--- src/rtl/wb_skid_stage_pkg.sv ---
// rtl/wb_skid_stage_pkg.sv - shared types and constants for the MEM->WB skid stage
package wb_skid_stage_pkg;

  localparam int WB_DATA_W = 32;
  localparam int WB_ADDR_W = 5;

  // Occupancy of the two-entry skid; the value 3 is unused and recovers to empty
  typedef enum logic [1:0] {
    SKID_EMPTY = 2'd0,
    SKID_ONE   = 2'd1,
    SKID_TWO   = 2'd2
  } skid_state_t;

  // Writeback payload at the default pipeline widths
  typedef struct packed {
    logic                 reg_write;
    logic                 mem_to_reg;
    logic [WB_DATA_W-1:0] mem_data;
    logic [WB_DATA_W-1:0] alu_result;
    logic [WB_ADDR_W-1:0] rd_addr;
  } wb_payload_t;

  localparam wb_payload_t WB_PAYLOAD_ZERO = '0;

  // Bit width of a writeback payload for arbitrary data/address widths
  function automatic int payload_width(input int data_w, input int addr_w);
    return 2 + 2 * data_w + addr_w;
  endfunction

endpackage

--- src/rtl/wb_skid_stage_skid_buffer2.sv ---
// rtl/wb_skid_stage_skid_buffer2.sv - generic 2-entry valid/ready skid buffer with flush
module skid_buffer2
  import wb_skid_stage_pkg::*;
#(
  parameter int W           = 8,
  parameter bit RESET_READY = 1'b1
) (
  input  logic         clk,
  input  logic         rst,
  input  logic         flush,
  input  logic         in_valid,
  output logic         in_ready,
  input  logic [W-1:0] in_data,
  output logic         out_valid,
  input  logic         out_ready,
  output logic [W-1:0] out_data
);

  skid_state_t  state, state_n;
  logic [W-1:0] head, head_n;
  logic [W-1:0] skid, skid_n;
  logic         ready_q;
  logic         in_fire, out_fire;

  assign in_ready  = ready_q;
  assign out_valid = (state == SKID_ONE) || (state == SKID_TWO);
  assign out_data  = head;
  assign in_fire   = in_valid & ready_q;
  assign out_fire  = out_valid & out_ready;

  // Next occupancy and register loads; flush wins and leaves data untouched
  always_comb begin
    state_n = state;
    head_n  = head;
    skid_n  = skid;
    case (state)
      SKID_EMPTY: begin
        if (in_fire) begin
          state_n = SKID_ONE;
          head_n  = in_data;
        end
      end
      SKID_ONE: begin
        if (in_fire && out_fire) begin
          head_n = in_data;
        end else if (out_fire) begin
          state_n = SKID_EMPTY;
        end else if (in_fire) begin
          state_n = SKID_TWO;
          skid_n  = in_data;
        end
      end
      SKID_TWO: begin
        if (out_fire) begin
          state_n = SKID_ONE;
          head_n  = skid;
        end
      end
      default: state_n = SKID_EMPTY;
    endcase
    if (flush) begin
      state_n = SKID_EMPTY;
      head_n  = head;
      skid_n  = skid;
    end
  end

  // State, storage and registered ready; ready looks only at the next state
  always_ff @(posedge clk or posedge rst) begin
    if (rst) begin
      state   <= SKID_EMPTY;
      head    <= '0;
      skid    <= '0;
      ready_q <= RESET_READY;
    end else begin
      state   <= state_n;
      head    <= head_n;
      skid    <= skid_n;
      ready_q <= (state_n != SKID_TWO);
    end
  end

endmodule

--- src/rtl/wb_skid_stage.sv ---
// rtl/wb_skid_stage.sv - MEM->WB pipeline stage with skid buffer, writeback mux and gated write enable
module wb_skid_stage
  import wb_skid_stage_pkg::*;
#(
  parameter int DATA_W      = 32,
  parameter int ADDR_W      = 5,
  parameter bit RESET_READY = 1'b1
) (
  input  logic              clk_i,
  input  logic              rst_i,
  input  logic              valid_i,
  output logic              ready_o,
  input  logic              RegWrite_i,
  input  logic              MemtoReg_i,
  input  logic [DATA_W-1:0] dataMem_data_i,
  input  logic [DATA_W-1:0] ALU_result_i,
  input  logic [ADDR_W-1:0] RDaddr_i,
  input  logic              flush_i,
  output logic              valid_o,
  input  logic              ready_i,
  output logic              RegWrite_o,
  output logic              MemtoReg_o,
  output logic [DATA_W-1:0] dataMem_data_o,
  output logic [DATA_W-1:0] ALU_result_o,
  output logic [ADDR_W-1:0] RDaddr_o,
  output logic [DATA_W-1:0] wb_data_o
);

  typedef struct packed {
    logic              reg_write;
    logic              mem_to_reg;
    logic [DATA_W-1:0] mem_data;
    logic [DATA_W-1:0] alu_result;
    logic [ADDR_W-1:0] rd_addr;
  } payload_t;

  localparam int PW = payload_width(DATA_W, ADDR_W);

  payload_t in_payload;
  payload_t head_payload;

  assign in_payload.reg_write  = RegWrite_i;
  assign in_payload.mem_to_reg = MemtoReg_i;
  assign in_payload.mem_data   = dataMem_data_i;
  assign in_payload.alu_result = ALU_result_i;
  assign in_payload.rd_addr    = RDaddr_i;

  skid_buffer2 #(
    .W           (PW),
    .RESET_READY (RESET_READY)
  ) u_skid (
    .clk       (clk_i),
    .rst       (rst_i),
    .flush     (flush_i),
    .in_valid  (valid_i),
    .in_ready  (ready_o),
    .in_data   (in_payload),
    .out_valid (valid_o),
    .out_ready (ready_i),
    .out_data  (head_payload)
  );

  // Write enable is only meaningful for a valid head; rd 0 is left to the register file
  assign RegWrite_o     = head_payload.reg_write & valid_o;
  assign MemtoReg_o     = head_payload.mem_to_reg;
  assign dataMem_data_o = head_payload.mem_data;
  assign ALU_result_o   = head_payload.alu_result;
  assign RDaddr_o       = head_payload.rd_addr;
  assign wb_data_o      = head_payload.mem_to_reg ? head_payload.mem_data : head_payload.alu_result;

endmodule

--- config.mk ---
export PLATFORM = sky130hd
export DESIGN_NAME = wb_skid_stage
export DESIGN_NICKNAME = d
export VERILOG_FILES = /design/src/rtl/wb_skid_stage_pkg.sv /design/src/rtl/wb_skid_stage_skid_buffer2.sv /design/src/rtl/wb_skid_stage.sv
export SDC_FILE = /design/constraint.sdc
export NUM_CORES = 1
export LEC_CHECK = 0
export ABC_AREA = 1
export CAP_MARGIN = 40
export CORE_MARGIN = 5
export CORE_UTILIZATION = 45
export DETAILED_ROUTE_END_ITERATION = 8
export HOLD_SLACK_MARGIN = 0.05
export MAX_ROUTING_LAYER = met4
export PLACE_DENSITY_LB_ADDON = 0.2
export SLEW_MARGIN = 40
export SYNTH_ARGS = -nofsm -noshare
export SYNTH_HDL_FRONTEND = slang
export SYNTH_HIERARCHICAL = 1
export SYNTH_SLANG_ARGS = --single-unit
export TNS_END_PERCENT = 100
--- constraint.sdc ---
create_clock -name clk_i -period 5.18 [get_ports clk_i]
set_input_delay 1.036 -clock clk_i [delete_from_list [all_inputs] [get_ports clk_i]]
set_output_delay 1.036 -clock clk_i [all_outputs]
set_load 0.01 [all_outputs]
Word level (Yosys, flattened, before mapping)

Index checks and enable logic that the tools add are counted.

Input port bits: 76
Output and inout port bits: 105
Word-level logic and storage cells: 34
Flip-flop bits (word level): 145

Bitwise gates (word level): 6
Eq/ne operators: 6
Reductions and logical operators: 6
Multiplexer cells: 12

Operator list:

| kind                                                                   | count |
|---|---|
| 71-bit 2-to-1 mux                                                      | 3 |
| 71-bit case mux with 3 select lines                                    | 1 |
| 32-bit 2-to-1 mux                                                      | 1 |
| 2-bit 2-to-1 mux                                                       | 6 |
| 5-bit AND reduction                                                    | 2 |
| 2-bit case mux with 3 select lines                                     | 1 |
| 2-bit by 1-bit != test with 1-bit output (second input constant)       | 2 |
| 2-bit != test (second input constant)                                  | 2 |
| 1-bit AND                                                              | 3 |
| 1-bit inverter                                                         | 3 |
| 3-bit nonzero test                                                     | 1 |
| 2-bit by 1-bit equality test with 1-bit output (second input constant) | 1 |
| 2-bit equality test (second input constant)                            | 1 |
| 2-bit logical NOT                                                      | 1 |
| 1-bit logical AND                                                      | 1 |
| 1-bit logical OR                                                       | 1 |

Logic depth before layout (Yosys ltp)

Depth in word-level cells: 8
Gate-level depth with buffers: 12
Gate-level depth less buffers: 9

Modules after synthesis

The synthesis kept the hierarchy.

By module, submodules not included:

| module        | area an instance (um^2) | cells each | seq. area each (um^2) | times used |
|---|---|---|---|---|
| skid_buffer2  | 6547.5                  | 809        | 3629.7                | 1 |
| wb_skid_stage | 499.2                   | 106        | 0.0                   | 1 |

Worst setup path before layout

No wires, ideal clock.

Path type: input port to flip-flop
From: in flush_i
To: reg u_skid.head[69] (netlist: u_skid/out_data[69])
Library setup time: 117 ps
Arrival time: 1976 ps
Stages on the path: 7
Required time: 5063 ps
Path buffers: 2
Slack: 3087 ps
Cell sequence: or2_2 nor3b_2 buf_4 nand2_4 buf_6 nand2_1 nand2_1

Longest elaborated chain between the ends: 2

Ends and longest elaborated chain:

| item                          | line                             | RTL |
|---|---|---|
| from (decl)                   | wb_skid_stage.sv:18              | `input logic flush_i,` |
| 1-bit inverter (no line)      | n/a                              |  |
| 5-bit AND reduction (no line) | n/a                              |  |
| to (signal assigned)          | wb_skid_stage_skid_buffer2.sv:77 | `head <= head_n;` |
| to (decl)                     | wb_skid_stage_skid_buffer2.sv:20 | `logic [W-1:0] head, head_n;` |

No other way between the ends.
A chain may end at the register's enable or synchronous reset.

Worst setup path in the final report

From: reg u_skid.head[69] (netlist: u_skid/out_data[69])
To: out wb_data_o[4]

Longest elaborated chain between the ends: 1

Ends and longest elaborated chain:

| item              | line                | RTL |
|---|---|---|
| 32-bit 2-to-1 mux | wb_skid_stage.sv:69 | `assign wb_data_o = head_payload.mem_to_reg ? head_payload.mem_data : head_payload.alu_result;` |
| to (decl)         | wb_skid_stage.sv:26 | `output logic [DATA_W-1:0] wb_data_o` |

No other way between the ends.

==> Flow_metrics.wiki <==
{| class="wikitable"
! Metric !! Value
|-
| Final-report hold violation count || 0
|-
| Core box area || 0.0153 mm²
|-
| Sink Count || 145
|-
| Clock transition at path regs || around 0.060 ns
|-
| Nature of the critical path startpoint || flop
|-
| RSZ-0062 raised after global routing || false
|-
| Number of buffers and inverters on the critical path || 2
|-
| R2r worst-path depth || 7
|-
| Leakage component of the power || 4.57 nW
|-
| Detailed placer's ending HPWL || approximately 13000 µm
|-
| Filler cells || 1364
|-
| Worst clock skew on the final layout || 0.00430 ns
|-
| Total global routing track utilization || 22.4%
|-
| Summed instance area of the synthesized netlist || between 0.007 and 0.008 mm²
|-
| TritonCTS buffer count || 17
|-
| Library cell with the largest summed area after synthesis || dfrtp_1
|-
| YS warnings || 6
|-
| Arrival time of the worst setup path || 2.14 ns
|-
| Worst Path Required || 4.14 ns
|-
| Hold Path End || u_skid/out_data[3]
|-
| Post-placement cell area || 0.00882 mm²
|-
| Result of the run || finished, final reports clean
|-
| Sequential element share of the synthesized area || between 50% and 60%
|-
| Area contributors post-synth || dfrtp_1 (51%), nand2_1 (19%), o21ai_0 (8.0%)
|-
| Max-slew violations || 0
|-
| Cell type group with the largest total delay on the critical path || buffers and inverters
|-
| Capture instance of the worst register-to-register path || u_skid/out_data[26]
|-
| DR vias || 6381
|-
| Hold Path Class || reg2reg
|-
| MaxCap Viol Count || 0
|-
| Count of inserted antenna diode cells || 0
|-
| Max Fanout on Critical Path || 21
|-
| Avg WL per Cell || 15.1 µm
|-
| Number of antenna violations at the first check in global routing || 0
|-
| Crit. End Element || output pin
|-
| P&R area growth vs syn || 33.5%
|-
| Syn nets || 995
|-
| Gates resized, CTS repair || 0
|-
| Delay of the slowest critical-path stage || 0.70 ns
|-
| Type of the worst setup path || reg2out
|-
| Weighted congestion at the end of routability-driven global placement || 0.812
|-
| Area taken by multi-input logic gates || between 0.002 and 0.003 mm²
|-
| DRC violation total after the first TritonRoute iteration || 507
|-
| Final worst-path cycle share || between 60% and 70%
|-
| Hold path cells || 2
|-
| Number of setup buffers added after CTS || 0
|-
| Wire length of the first global-routing pass || about 32000 µm
|-
| Count of H-tree levels built during CTS || 4
|-
| CTS Buffer Depth || 2
|-
| Register-to-register path setup slack || between 2 and 3 ns
|-
| Cell with the most instances on the worst path || nand2_1
|-
| Number of detailed-routing iterations run before antenna repair || 5
|-
| Overall power after layout || 0.00491 W
|-
| # hold bufs at CTS || 0
|-
| Placement Rows || 45
|-
| Fraction of post-synthesis cell area in the top cell type by area || between 50% and 60%
|-
| Average via count per standard cell || 4.97
|-
| Overall routed net length || about 19000 µm
|-
| Share of post-route cells with drive strength above 1 || under 10%
|-
| Final Instance Area || 0.00940 mm²
|-
| Average cell area after synthesis || 7.70 µm²
|-
| Area of the die || 0.0183 mm²
|-
| I/O pin total || between 150 and 200
|-
| Library cell used as clock root buffer || clkbuf_16
|-
| Clock tree from TritonCTS || built
|-
| Total global routing overflow || 0
|-
| Worst-Margin Slew || slightly above 0.8 ns
|-
| Tmin final || 3.18 ns
|-
| Number of global-route vias before repair || 6332
|-
| Largest voltage drop on the vdd net || roughly 0.00029 V
|-
| Reg-to-Reg Start || u_skid/state[0]
|-
| Number of standard cells after synthesis || ~920
|-
| Maximum number of pins on one net before global-route repair || between 80 and 90
|-
| Number of buffers inserted by port buffering || 180
|-
| Flip-flop and latch count after synthesis || 145
|-
| Die W || 135 µm
|-
| Initial cell density of the core || 46.2%
|-
| Number of setup violations in the final report || 0
|-
| Footprint of the flip-flops and latches || 0.00363 mm²
|-
| Yosys cell types || 24
|-
| Final TNS setup || 0 ns
|-
| Clk_lat worst skew || 0.42 ns
|-
| Die Height || ~140 µm
|-
| Achievable Freq || 315 MHz
|-
| Cells along the critical path || buf_4, nand2_1, nand2_1, clkdlybuf4s50_1
|-
| Crit path max-delay cell type || dfrtp_2
|-
| Startpoint of the tightest hold check path || u_skid/out_data[3]
|-
| Remaining number of nets flagged by the antenna check after routing || 0
|-
| Final-stage net count || 1142
|-
| Max-slew headroom at the worst pin || 46.2%
|-
| Pwr Density || between 500 and 600 mW/mm²
|-
| Number of remaining DRC errors || 0
|}
where the power goes:
part	switching (W)	leakage, nW	total, W	internal [W]
sequential	0.000318	1.75	0.00193	0.00161
clock	0.000461	0.275	0.00119	0.000728
combinational	0.000900	2.55	0.00179	0.000892
layout by cell type, fill, tap and decap left out:
cell type,Yosys,routed
nand2_1,358,357
clkdlybuf4s50_1,0,180
dfrtp_1,144,143
o21ai_0,113,113
inv_1,79,78
nand3_1,73,73
nor2_1,33,33
a21oi_1,32,32
clkbuf_16,0,17
nand2_2,10,11
buf_4,2,8
clkinv_2,0,4
clkinvlp_4,0,3
ha_1,4,3
inv_8,1,2
clkbuf_1,25,2
bufinv_16,0,2
clkbuf_8,3,2
clkinv_4,0,1
nor2_4,0,1
inv_2,1,1
or2_2,1,1
nor3b_4,0,1
nand4_1,1,1
nand2_8,0,1
nand3b_1,1,1
ha_4,0,1
dfstp_2,1,1
dfrtp_2,0,1
worst max path at each step:
stage	startpoint	endpoint	slack, ns	cells past startpoint
floorplan	rst_i	u_skid/out_data[0]	0.25	1
CTS	u_skid/out_data[69]	wb_data_o[4]	1.98	4
detailed placement	ready_i	u_skid/out_data[43]	1.89	6
finish	u_skid/out_data[69]	wb_data_o[4]	2.00	4
global placement	ready_i	u_skid/out_data[17]	1.92	6
global route	u_skid/out_data[69]	wb_data_o[16]	1.89	4
area by class of cell:
class	count	share of cell area, %
clock buffer	21	4.90
clock inverter	10	1.18
inverter	81	3.39
multi-input combinational	629	29.3
sequential	145	38.6
tap	211	2.81
timing repair buffer	188	19.8
registers in the layout, indices dropped and copies added, names as in the netlist:
name / flops
u_skid/out_data: 71
u_skid/in_ready: 1
u_skid/state: 2
u_skid/skid: 71
logic make-up after synthesis:
kind of cell               Yosys count  synth area share, %
adders and majority gates            4                0.710
AOI/OAI and AO/OA                  145                 10.3
DFF                                145                 51.5
and+or+nand+nor                    480                 27.6
buffers and inverters              141                 9.87
metrics by stage:
stage                     setup slack [ns]  std cells  hold WS (ns)  util, %
after global placement                1.92       1254         0.461     57.7
after floorplan                      0.251        915         0.442        -
after global routing                  1.89       1285         0.504     61.6
after CTS                             1.98       1285         0.476     61.6
after detailed placement              1.89       1254         0.462     57.8
final                                 2.00       1285         0.472     61.6
Yosys cell counts:
master    number
nand2_1      358
dfrtp_1      144
o21ai_0      113
inv_1         79
nand3_1       73
nor2_1        33
a21oi_1       32
clkbuf_1      25
buf_2         18
buf_6         11
nand2_2       10
ha_1           4
clkbuf_8       3
buf_4          2
buf_12         1
dfstp_2        1
inv_2          1
inv_8          1
nand2_4        1
nand3b_1       1
nand4_1        1
nor2_2         1
nor3b_2        1
or2_2          1
worst register-to-register path, cell delays in order, from the launching register on:
cell and delay (ns):
dfrtp_1 0.44, inv_1 0.14, ha_1 0.40, nand4_1 0.15
nand2_2 0.58, buf_4 0.58, nand3_1 0.17, nand2_1 0.11
per-layer routing:
metal | vias to the layer above | wire (µm) | part of all wire (%) | track usage, %
li1 | 3149 | - | - | -
met1 | 2974 | 8540 | 44 | 28.8
met5 | - | 0 | 0 | -
met3 | 27 | 1410 | 7.3 | 5.35
met2 | 231 | 9120 | 47 | 35.1
met4 | 0 | 309 | 1.6 | 7.33
No activity file was read; power rests on OpenSTA's default activity.
